File: config.mk
export PLATFORM = sky130hd
export DESIGN_NAME = ex2mem_skid_reg
export DESIGN_NICKNAME = d
export VERILOG_FILES = /design/src/rtl/ex2mem_skid_reg.sv
export SDC_FILE = /design/constraint.sdc
export NUM_CORES = 1
export LEC_CHECK = 0
export ABC_CLOCK_PERIOD_IN_PS = 1400
export BUFFER_PORTS_ARGS = -buffer_cell sky130_fd_sc_hd__buf_2
export CORE_UTILIZATION = 49
export CTS_CLUSTER_SIZE = 24
export DETAILED_ROUTE_END_ITERATION = 12
export PLACE_DENSITY = 0.76
export SLEW_MARGIN = 10
export SYNTH_ARGS = -nofsm -noshare
export SYNTH_HDL_FRONTEND = slang
export SYNTH_SLANG_ARGS = --single-unit
File: constraint.sdc
create_clock -name clk -period 1.4 [get_ports clk]
set_input_delay 0.28 -clock clk [delete_from_list [all_inputs] [get_ports clk]]
set_output_delay 0.28 -clock clk [all_outputs]
set_load 0.02 [all_outputs]
File: src/rtl/ex2mem_skid_reg.sv
// rtl/ex2mem_skid_reg.sv - EX->MEM pipeline register with 2-entry skid buffer
//
// Purpose:
//   Registers the EX-stage result for the MEM stage behind a valid/ready
//   handshake. A main register (M) drives the outputs and a skid register (S)
//   catches one entry when MEM stalls. Because of S, in_ready depends only on
//   state and never combinationally on out_ready. A synchronous flush kills
//   both entries. Control enables are forced to 0 whenever the output is a
//   bubble.
//
// Optional feature (macro EX2MEM_STALL_CNT_EN):
//   Adds parameter CNT_W and output stall_cnt. The counter counts cycles with
//   out_valid=1 and out_ready=0, saturates at all-ones and is cleared only by
//   reset.
//
// Ports:
//   clk          in   rising-edge clock
//   rst          in   asynchronous active-low reset
//   flush        in   synchronous kill of held and incoming entries
//   in_valid     in   EX presents an instruction
//   in_ready     out  stage can accept (skid register empty)
//   in_wb_en, in_mem_r_en, in_mem_w_en, in_zero, in_branch  in  EX control/flags
//   in_alu_res   in   ALU result / memory address      [DATA_W]
//   in_st_val    in   store data                       [DATA_W]
//   in_dest      in   writeback register index         [REG_AW]
//   out_valid    out  MEM-side entry valid
//   out_ready    in   MEM consumes the entry this cycle
//   out_wb_en, out_mem_r_en, out_mem_w_en, out_zero, out_branch  out
//   out_alu_res  out  [DATA_W]
//   out_st_val   out  [DATA_W]
//   out_dest     out  [REG_AW]
//   stall_cnt    out  [CNT_W] stall counter (optional feature only)

module ex2mem_skid_reg #(
  parameter int DATA_W = 32,
  parameter int REG_AW = 5
`ifdef EX2MEM_STALL_CNT_EN
  ,
  parameter int CNT_W  = 16
`endif
) (
  input  logic              clk,
  input  logic              rst,
  input  logic              flush,
  input  logic              in_valid,
  output logic              in_ready,
  input  logic              in_wb_en,
  input  logic              in_mem_r_en,
  input  logic              in_mem_w_en,
  input  logic              in_zero,
  input  logic              in_branch,
  input  logic [DATA_W-1:0] in_alu_res,
  input  logic [DATA_W-1:0] in_st_val,
  input  logic [REG_AW-1:0] in_dest,
  output logic              out_valid,
  input  logic              out_ready,
  output logic              out_wb_en,
  output logic              out_mem_r_en,
  output logic              out_mem_w_en,
  output logic              out_zero,
  output logic              out_branch,
  output logic [DATA_W-1:0] out_alu_res,
  output logic [DATA_W-1:0] out_st_val,
  output logic [REG_AW-1:0] out_dest
`ifdef EX2MEM_STALL_CNT_EN
  ,
  output logic [CNT_W-1:0]  stall_cnt
`endif
);

  typedef struct packed {
    logic              wb_en;
    logic              mem_r_en;
    logic              mem_w_en;
    logic              zero;
    logic              branch;
    logic [DATA_W-1:0] alu_res;
    logic [DATA_W-1:0] st_val;
    logic [REG_AW-1:0] dest;
  } payload_t;

  // Turns an entry into a bubble-safe one: enables off, data left alone.
  function automatic payload_t kill_ctrl(input payload_t p);
    payload_t q;
    q          = p;
    q.wb_en    = 1'b0;
    q.mem_r_en = 1'b0;
    q.mem_w_en = 1'b0;
    q.branch   = 1'b0;
    return q;
  endfunction

  logic     r_m_valid;
  payload_t r_m;
  logic     r_s_valid;
  payload_t r_s;

  payload_t w_in;
  logic     w_accept;
  logic     w_drain;
  logic     w_m_free;

  assign w_in.wb_en    = in_wb_en;
  assign w_in.mem_r_en = in_mem_r_en;
  assign w_in.mem_w_en = in_mem_w_en;
  assign w_in.zero     = in_zero;
  assign w_in.branch   = in_branch;
  assign w_in.alu_res  = in_alu_res;
  assign w_in.st_val   = in_st_val;
  assign w_in.dest     = in_dest;

  // in_ready comes from S only, which cuts the out_ready->in_ready path.
  assign in_ready = ~r_s_valid;
  assign w_accept = in_valid & in_ready;
  assign w_drain  = r_m_valid & out_ready;
  // M can take a new entry at this edge if it is empty or being consumed.
  assign w_m_free = ~r_m_valid | w_drain;

  always_ff @(posedge clk or negedge rst) begin
    if (!rst) begin
      r_m_valid <= 1'b0;
      r_s_valid <= 1'b0;
      r_m       <= '0;
      r_s       <= '0;
    end else if (flush) begin
      r_m_valid <= 1'b0;
      r_s_valid <= 1'b0;
      r_m       <= kill_ctrl(r_m);
    end else if (w_m_free) begin
      if (r_s_valid) begin
        // Oldest entry lives in S; promote it to keep FIFO order.
        r_m       <= r_s;
        r_m_valid <= 1'b1;
        r_s_valid <= w_accept;
        if (w_accept) begin
          r_s <= w_in;
        end
      end else if (w_accept) begin
        r_m       <= w_in;
        r_m_valid <= 1'b1;
      end else begin
        r_m_valid <= 1'b0;
        r_m       <= kill_ctrl(r_m);
      end
    end else if (w_accept) begin
      // M stalled: park the incoming entry in S.
      r_s       <= w_in;
      r_s_valid <= 1'b1;
    end
  end

  assign out_valid    = r_m_valid;
  assign out_wb_en    = r_m.wb_en;
  assign out_mem_r_en = r_m.mem_r_en;
  assign out_mem_w_en = r_m.mem_w_en;
  assign out_zero     = r_m.zero;
  assign out_branch   = r_m.branch;
  assign out_alu_res  = r_m.alu_res;
  assign out_st_val   = r_m.st_val;
  assign out_dest     = r_m.dest;

`ifdef EX2MEM_STALL_CNT_EN
  logic [CNT_W-1:0] r_stall_cnt;
  logic             w_stall;

  assign w_stall = r_m_valid & ~out_ready;

  // Flush deliberately does not clear the counter; only reset does.
  always_ff @(posedge clk or negedge rst) begin
    if (!rst) begin
      r_stall_cnt <= '0;
    end else if (w_stall && !(&r_stall_cnt)) begin
      r_stall_cnt <= r_stall_cnt + {{(CNT_W-1){1'b0}}, 1'b1};
    end
  end

  assign stall_cnt = r_stall_cnt;
`endif

endmodule
==> metrics.md <==
| Metric | Value |
|---|---|
| Result of the run | `finished, violations left` |
| Violated checks | `setup timing` |
| Global routing usage on met1 | `35.25%` |
| Max Clk Rate | `0.6198 GHz` |
| Post-synth top area cell | `dfrtp_1` |
| Horizontal die dimension | `123.1 µm` |
| Post-synth EDFFs | `0` |
| Worst slack after detailed placement | `-0.1886 ns` |
| Primary flip-flop cell chosen by synthesis mapping | `dfrtp_1` |
| Cell with the biggest individual delay on the critical path | `dfrtp_2` |
| Clock tree root buffer cell | `clkbuf_16` |
| Setup violation total in the final timing report | `146` |
| Endpoint of the worst setup timing path | `out_alu_res[16]` |
| Post-Synthesis Cells | `513` |
| Dominant cell by count in the synthesized netlist | `dfrtp_1` |
| Pin count of the biggest net entering global routing | `40` |
| Count of placed standard cells in the final layout, fillers left out | `896` |
| Gpl congestion | `around 0.85` |
| Post-Place Cells | `831` |
| Endpoint of the worst-slack reg-to-reg timing path | `out_alu_res[16]` |
| Kind of end point of the critical path | `flip-flop` |
| Setup TNS | `-21.94 ns` |
| CTS sink cnt | `150` |
| Distinct cell type count after synthesis | `22` |
| Global-route wire length before repair | `32,630 µm` |
| Number of max-slew violations in the final report | `0` |
| Critical path startpoint category | `flip-flop` |
| Peak fanout along the critical path | `9` |
| Grt peak-use layer | `met2` |
| Antenna violations before repair | `3` |
| Total CTS buffers | `17` |
| Area grow syn2layout | `34.74%` |
| Die ar. | `15,150 µm²` |
| Slew at the pin closest to its max-slew limit | `0.3809 ns` |
| Worst Hold Slack | `0.09549 ns` |
| Beginning of the worst register-to-register path | `out_valid` |
| Worst EP required | `1.71 ns` |
| Critical Path Source | `out_valid` |
| Fraction of registers with async set or reset after synthesis | `100.0%` |
| Number of max-capacitance violations reported | `0` |
| Maximum ir drop on the vdd rail | `0.0009561 V` |
| Wire per inst | `around 24 µm` |
| Met2 Track Usage GR | `roughly 48%` |
| Layout filler cell count | `between 900 and 1,000` |
| Most numerous cell types in the synthesized netlist | `dfrtp_1 (150), nor2b_1 (71), a221o_1 (70), a32o_1 (70), mux2_4 (60)` |
| Total power density per cell area | `approximately 1500 nW/µm²` |
| Critical Path, Cell by Cell | `buf_4 > nand2b_4 > nand2b_4 > buf_6 > bufbuf_16 > a221o_1` |
| FF+latch count, synth | `150` |
| Vias/cell | `6.531` |
| Clock Tree Buf Depth | `2` |
| Total Routing Usage GR | `29.05%` |
| Unrepaired setup endpoints after global routing | `true` |
| Initial core utilization | `50.98%` |
| Count of buffers from port buffering | `154` |
| Remaining Overflow, GRT | `0` |
| Placeable core region | `14,100 µm²` |
| Row count | `43` |
| Residual antenna-violating net count after detailed routing | `0` |
| Vertical die dimension | `123.1 µm` |
| Number of detailed-route iterations in the first pass | `6` |
| Total nets after synthesis | `roughly 590` |
| Clock slew at the register clock pins of the worst setup and hold paths | `0.06 ns` |
| Proportion of netlist area held by the largest area contributor | `about 52%` |
| Netlist area before placement | `7186 µm²` |
| CTS tree | `done` |
| Crit share post-route | `115.2%` |
| Number of top-level pins | `155` |
| Leading post-synthesis cells by cell area | `dfrtp_1 (52%), mux2_4 (13%), a221o_1 (9.8%)` |
| Yosys Warn Count | `0` |
| Category of the most critical setup path | `flip-flop to flip-flop` |
| Met3 usage | `under 10%` |
| Tightest slew margin relative to the limit | `74.61%` |
| Max incr delay on CP | `0.41 ns` |
| Reg2Reg Depth | `6` |
| Number of global-route vias before repair | `slightly above 6,000` |
| Leakage power | `4.605 nW` |
| Final critical-path required period | `1.613 ns` |
| CTS H-tree depth | `4` |
| Worst R2R Setup Slack | `-0.21 ns` |
| Final wirelength | `21,780 µm` |
| Clock skew | `0.008379 ns` |
| Min-delay worst type | `input pin to flip-flop` |
| Number of violations reported at the end of detailed-routing iteration 0 | `slightly below 500` |
| Sequential element share of the synthesized area | `52.24%` |
| Avg Synthesized Cell Area | `14.01 µm²` |
| WP data arrival | `roughly 1.9 ns` |
| Ratio of cells with drive above 1 in the final layout | `47.41%` |
| Count of nets after finishing | `around 780` |
| Hold Violations, Final | `0` |
| Cell repeated most along the worst path | `nand2b_4` |
| Worst-skew pair later-pin latency | `0.43 ns` |
| Total via count after detailed routing | `~6,000` |
| Min setup slack post-route | `-0.2135 ns` |
| Post-DP HPWL | `about 12,000 µm` |
| DRC violations left | `0` |
==> critical path, delay by kind of cell (launching register included) <==
kind / cells / cell delay, ns
AO/OA/AOI/OAI: 1 / 0.32
buffers and inverters: 3 / 0.55
flip-flops: 1 / 0.41
AND/OR/NAND/NOR: 2 / 0.20
==> cells in the final DEF, fill, tap and decap left out, drive strengths merged <==
master and n:
nand2b 2, and2b 2, nor3 6, bufinv 3, nand3b 1, bufbuf 2, clkbuf 27, a221o 70
dlygate4sd3 1, a32o 70, clkinv 4, a221oi 4, buf 221, diode 1, nor2b 71, nor2 5
a21oi 1, mux2 74, clkinvlp 1, dfrtp 150
==> power by group <==
part | total (mW) | switching (mW) | leakage [nW] | internal [mW]
registers | 6.08 | 0.756 | 1.78 | 5.32
clock network | 4.85 | 1.81 | 0.303 | 3.04
logic | 3.51 | 1.62 | 2.52 | 1.89
==> cell families (layout without fill, tap and decap cells) <==
group	after synthesis	after routing	synth area share (%)
other	0	1	0
muxes	74	74	14.73
DFF	150	150	52.24
and+or+nand+nor	87	87	7.557
AOI/OAI and AO/OA	145	145	20.06
buffers and inverters	57	259	5.415
==> routing by layer <==
layer  up-vias  part of all wire [%]
met1      3044                    39
met4         4                   3.2
met5         -                  0.12
li1       2419                     -
met3        65                   7.8
met2       320                    50
==> worst min-delay path by stage <==
stage	to	from	slack [ns]	depth (start not counted)
final	r_s[48]	in_alu_res[11]	0.1	2
after global routing	r_s[52]	in_alu_res[15]	0.08	2
after CTS	r_s[70]	in_zero	0.08	2
after detailed placement	r_s[61]	rst	0.20	1
after global placement	r_s[60]	rst	0.20	1
after floorplan	out_alu_res[0]	rst	-0.02	0
==> per-stage QoR <==
stage                     cell area, µm²  power (mW)  util (%)
final                               9682       14.44     68.68
after floorplan                     7266       8.143         -
after global placement              8373       9.135     59.40
after CTS                           9563       14.33     67.84
after global routing                9682       14.93     68.68
after detailed placement            8373       9.348     59.40
==> repair_timing <==
| item | CTS | global route |
|---|---|---|
| pin swaps | 1 | 8 |
| hold buffers | 1 | 0 |
| buffers inserted | 14 | 7 |
| cloned | 11 | 2 |
| resized for setup | 33 | 24 |
| endpoints found under the hold margin | 27 | 0 |
| setup endpoints to repair | 146 | 146 |
==> final cells by class <==
cell class                      count  area [µm²]  area share [%]
Timing Repair Buffer              226        1948           20.12
Antenna cell                        1       2.502         0.02585
Tap cell                          180       225.2           2.326
Clock buffer                       25       505.5           5.221
Multi-Input combinational cell    306        3112           32.14
Sequential cell                   150        3756           38.80
Clock inverter                      7       116.4           1.202
Inverter                            1       16.27          0.1680
==> state kept, by name, summed over array words and instances (netlist names) <==
register	flops
out_zero	1
r_s	74
r_s_valid	1
out_st_val	32
out_branch	1
out_mem_r_en	1
out_dest	5
out_valid	1
out_wb_en	1
out_mem_w_en	1
out_alu_res	32
(Power assumes the default switching activity.)
